==> src/rtl/song_sequencer.sv <==
`default_nettype none
// ============================================================================
//  Module   : song_sequencer
//  Purpose  : Holds a small programmable song of 3-bit note numbers and
//             plays it out in order over the play_note val/rdy interface,
//             once or looping until stopped.
//  Revision : 1.0  initial release
// ============================================================================
module song_sequencer #(
   parameter int DEPTH = 8,
   parameter int AW    = 3
) (
   input  logic          clk,
   input  logic          rst,
   input  logic          wr_en,
   input  logic [AW-1:0] wr_addr,
   input  logic [2:0]    wr_data,
   input  logic [AW:0]   song_len,
   input  logic          loop,
   input  logic          start,
   input  logic          stop,
   output logic          play_note_val,
   input  logic          play_note_rdy,
   output logic [2:0]    play_note_num,
   output logic          busy,
   output logic [AW-1:0] note_idx
);

   typedef enum logic [0:0] {
      S_IDLE  = 1'b0,
      S_ISSUE = 1'b1
   } state_t;

   localparam logic [AW:0]   c_depth   = (AW+1)'(DEPTH);
   localparam logic [AW:0]   c_len_one = (AW+1)'(1);
   localparam logic [AW-1:0] c_idx_one = AW'(1);

   state_t        r_state;
   state_t        w_state_nxt;
   logic [AW-1:0] r_idx;
   logic [AW-1:0] w_idx_nxt;
   logic [AW:0]   r_len;
   logic          r_loop;
   logic          w_load;
   logic [2:0]    r_mem [DEPTH];

   logic [AW:0]   w_len_clamp;
   logic          w_issue;
   logic          w_fire;
   logic          w_last;

   // Oversized lengths are clamped so playback never runs past the table.
   assign w_len_clamp = (song_len > c_depth) ? c_depth : song_len;
   assign w_issue     = (r_state == S_ISSUE);
   assign w_fire      = w_issue & play_note_rdy;
   assign w_last      = ({1'b0, r_idx} == (r_len - c_len_one));

   // Outputs decode only registered state, so rdy never reaches them combinationally.
   assign play_note_val = w_issue;
   assign busy          = w_issue;
   assign note_idx      = r_idx;
   assign play_note_num = w_issue ? r_mem[r_idx] : 3'd0;

   // State and index register.
   always_ff @(posedge clk or posedge rst) begin
      if (rst) begin
         r_state <= S_IDLE;
         r_idx   <= '0;
      end else begin
         r_state <= w_state_nxt;
         r_idx   <= w_idx_nxt;
      end
   end

   // Next-state and next-index decode; stop overrides both start and fire.
   always_comb begin
      w_state_nxt = r_state;
      w_idx_nxt   = r_idx;
      w_load      = 1'b0;
      case (r_state)
         S_IDLE: begin
            if (start && !stop && (song_len != '0)) begin
               w_state_nxt = S_ISSUE;
               w_idx_nxt   = '0;
               w_load      = 1'b1;
            end
         end
         S_ISSUE: begin
            if (stop) begin
               w_state_nxt = S_IDLE;
               w_idx_nxt   = '0;
            end else if (w_fire) begin
               if (!w_last) begin
                  w_idx_nxt = r_idx + c_idx_one;
               end else if (r_loop) begin
                  w_idx_nxt = '0;
               end else begin
                  w_state_nxt = S_IDLE;
                  w_idx_nxt   = '0;
               end
            end
         end
         default: begin
            w_state_nxt = S_IDLE;
            w_idx_nxt   = '0;
         end
      endcase
   end

   // Playback length and loop mode are captured at start and held for the run.
   always_ff @(posedge clk or posedge rst) begin
      if (rst) begin
         r_len  <= '0;
         r_loop <= 1'b0;
      end else if (w_load) begin
         r_len  <= w_len_clamp;
         r_loop <= loop;
      end
   end

   // Song table: writable only while idle so a presented note cannot change.
   always_ff @(posedge clk or posedge rst) begin
      if (rst) begin
         for (int i = 0; i < DEPTH; i++) begin
            r_mem[i] <= 3'd0;
         end
      end else if (wr_en && !w_issue) begin
         r_mem[wr_addr] <= wr_data;
      end
   end

endmodule
`default_nettype wire
==> config.mk <==
export PLATFORM = sky130hd
export DESIGN_NAME = song_sequencer
export DESIGN_NICKNAME = d
export VERILOG_FILES = /design/src/rtl/song_sequencer.sv
export SDC_FILE = /design/constraint.sdc
export NUM_CORES = 1
export LEC_CHECK = 0
export CAP_MARGIN = 20
export CORE_ASPECT_RATIO = 1.2
export CORE_UTILIZATION = 40
export CTS_CLUSTER_SIZE = 10
export DETAILED_ROUTE_END_ITERATION = 6
export MAX_ROUTING_LAYER = met4
export PLACE_DENSITY_LB_ADDON = 0.15
export REMOVE_ABC_BUFFERS = 1
export SLEW_MARGIN = 25
export SYNTH_ARGS = -nofsm -noshare
export SYNTH_HDL_FRONTEND = slang
export SYNTH_SLANG_ARGS = --single-unit
export TNS_END_PERCENT = 20
==> constraint.sdc <==
create_clock -name clk -period 2.2 [get_ports clk]
set_clock_uncertainty 0.15 [all_clocks]
set_input_delay 0.44 -clock clk [delete_from_list [all_inputs] [get_ports clk]]
set_output_delay 0.44 -clock clk [all_outputs]
set_load 0.03 [all_outputs]
==> summary.md, run 1 <==
| Metric | Value |
|---|---|
| Vias in the first global route | 1258 |
| DR WL/cell | 17.8 µm |
| Final slew viol count | 0 |
| Worst Path Buf+Inv | 2 |
| Initial antenna violation count | 0 |
| VDD IR max | 0.000396 V |
| R2r startpoint | r_len[0] |
| Fin Hold WS | 0.353 ns |
| Mux cell area share after synthesis | 27.0% |
| Setup Crit Path Kind | reg -> out |
| Syn Area/Cell | 13.3 µm² |
| Worst-path cell chain | buf_6 -> mux4_2 -> mux2i_1 -> nor2b_1 -> buf_4 |
| Seq cells post-synth | 33 |
| Post-Synth XOR/XNOR Area | 1.51% |
| Die Width | 62.1 µm |
| Synth unique cells | 32 |
| Initial core utilization | 43.0% |
| Crit path DAT | 1.77 ns |
| Post-CTS Hold Fix Bufs | 0 |
| Worst hold path class | reg -> reg |
| Main combinational cell family by area after synthesis | multiplexers |
| Clock Tree Root | clkbuf_8 |
| Worst stage delay on the critical path | 0.49 ns |
| Clk Latency, worst-skew pair | 0.29 ns |
| First-pass GRT wire length | 6450 µm |
| Synthesized area | 1740 µm² |
| Worst Reg-to-Reg Cells | 6 |
| R2r setup slk | 0.17 ns |
| Commonest cells after routing, fill and taps aside | 29 x dfrtp_1, 25 x mux2_2, 19 x clkdlybuf4s50_1 |
| Max Cap Violations | 0 |
| Failing checks | negative setup slack |
| Vias post-DR | 1219 |
| Core area | 4040 µm² |
| Die Y | 74.2 µm |
| Synth Area in Simple Gates | 12.3% |
| Max Freq | 0.424 GHz |
| CTS buffer count | 5 |
| CP max-delay cell | dfrtp_2 |
| Final wirelength | 3940 µm |
| Status | complete, but fails checks |
| Worst setup EP type | output pin |
| Port Buffers | 24 |
| FP Rows | 25 |
| DR vias/cell | 5.49 |
| Yosys top cell area share | 47.6% |
| Ratio of cells with drive above 1 in the final layout | 33.3% |
| Critical Path Start Type | register |
| Core Util, Final | 54.0% |
| Post-DRT Antenna Nets | 0 |
| Synth top area cells | dfrtp_1 48%, mux2_2 16%, mux4_1 9.1% |
| TritonCTS clock tree | built |
| DR iter-0 viols | 91 |
| Max_slew headroom | 57.4% |
| Final #Nets | 186 |
| Design Power | 0.00183 W |
| DP HPWL | 2870 µm |
| Worst hold endpoint | r_mem[11] |
| Final setup fails | 3 |
| Post-synth EDFFs | 0 |
| Hold Crit Depth | 1 |
| Post-route DRC | 0 |
| Synth Instances | 130 |
| RePlAce Congestion | 0.856 |
| Pwr Density | 841 nW/µm² |
| GRT Residual Overflow | 0 |
| Pleak | 0.951 nW |
| Async SR Flop Fraction | 100% |
| Area Overhead vs Synth | 25.6% |
| Minimum clock period | 2.36 ns |
| IO Pins | 25 |
| Ys flop type | dfrtp_1 |
| Setup ws final | -0.157 ns |
| RSZ-0062 raised after global routing | yes |
| Fraction of the mapped netlist area in adder cells | 1.44% |
| Router iterations before antenna repair | 4 |
| H-Tree Depth | 2 |
| Largest net degree at the start of global routing | 34 |
| Post-synthesis sequential area ratio | 47.6% |
| Yosys warns | 0 |
| Period utilization | 107% |
| Worst EP required | 1.61 ns |
| FF-to-FF End | busy |
| Synth Area in Compound Gates | 7.28% |
| Sink Count | 33 |
| Largest area contributor in the netlist | dfrtp_1 |
| Diodes inserted | 0 |
| All-Layer GR Usage | 20.0% |
| Slew @ Worst Pin | 0.637 ns |
| Final Hold Fails | 0 |
| Most common cell after layout, fill and taps aside | dfrtp_1 |
| Max clock buf depth | 2 |
| Worst-path clk slew | 0.06 ns |
| Crit path max fanout | 8 |
| HP Start | r_mem[11] |
| CP top delay family | multiplexers |
| DIE AREA | 4610 µm² |
==> layout make-up <==
cell class / instances / area, µm²
fillers: 359 / 1860
multi-input cells: 88 / 868
flip-flops and latches: 33 / 831
repair buffers: 35 / 315
clock buffers: 6 / 72.6
well taps: 54 / 67.6
inverters: 4 / 15.0
clock inverters: 2 / 10.0
==> routing by layer <==
metal,vias up,GRT usage (%),part of all wire (%)
li1,562,-,-
met1,622,22.4,43
met2,27,34.7,52
met3,8,4.60,3.2
met4,0,8.53,2.0
met5,-,-,0
==> worst max path at each step <==
stage | from | endpoint | slack [ns] | cells past startpoint
floorplan | note_idx[0] | play_note_num[0] | 0.01 | 3
global placement | note_idx[0] | play_note_num[2] | -0.34 | 4
detailed placement | note_idx[0] | play_note_num[2] | -0.36 | 4
CTS | note_idx[0] | play_note_num[2] | -0.17 | 5
global route | note_idx[0] | play_note_num[2] | -0.24 | 5
finish | note_idx[0] | play_note_num[2] | -0.16 | 5
==> worst register-to-register path, cell delays in order, from the launching register on <==
cell	delay, ns
dfrtp_1	0.41
inv_1	0.06
ha_1	0.20
xor2_1	0.16
or3b_2	0.49
a21oi_1	0.28
a22oi_1	0.11
==> through the flow <==
stage / TNS (ns) / instance area, µm² / worst slack (ns) / std cells
finish: -0.388 / 2180 / -0.157 / 222
global route: -0.671 / 2180 / -0.241 / 222
CTS: -0.441 / 2180 / -0.167 / 222
detailed placement: -2.34 / 2080 / -0.364 / 213
global placement: -1.79 / 2080 / -0.340 / 213
floorplan: 0 / 1700 / 0.0147 / 125
==> cells in the mapped netlist, types with 3 or more instances <==
master and instances:
nand3b_1 5, dfrtp_1 33, nor2_1 3, mux4_1 6, a22o_1 3, mux2i_1 3, xor2_1 3, mux2_2 25
buf_2 3, nor3b_1 3, nor2b_1 4, nand2_1 6, inv_1 4, nand3_1 3, a31oi_1 3
==> power breakdown <==
part	switching [W]	internal [W]
registers	0.000109	0.000759
logic	0.000220	0.000306
clock network	0.000219	0.000219
==> cells by family after synthesis <==
group / after synthesis
mux: 34
compound gates: 16
flops: 33
simple gates: 33
fa+ha+maj: 2
buf+inv: 9
xor+xnor: 3
==> state kept, by name, summed over array words and instances, names as in the netlist <==
register and flops:
busy 1, note_idx 3, r_len 4, r_loop 1, r_mem 24
==> repair_timing <==
item                                    in CTS  in global routing
gates resized for setup                     24                  1
endpoints found under the setup margin       9                  4
pin swaps                                    0                  0
buffers inserted                             1                  0
(Power assumes the default switching activity.)
==> inputs of run 2 (changes only) <==
Settings changed: ABC_AREA set to 0.
==> results of run 2 <==
Final layout, timing and power as in run 1 (identical DEF).
==> inputs of run 3 (changes only) <==
Settings changed: CAP_MARGIN 20 to 15.
==> results of run 3 <==
Final layout, timing and power as in run 1 (identical DEF).
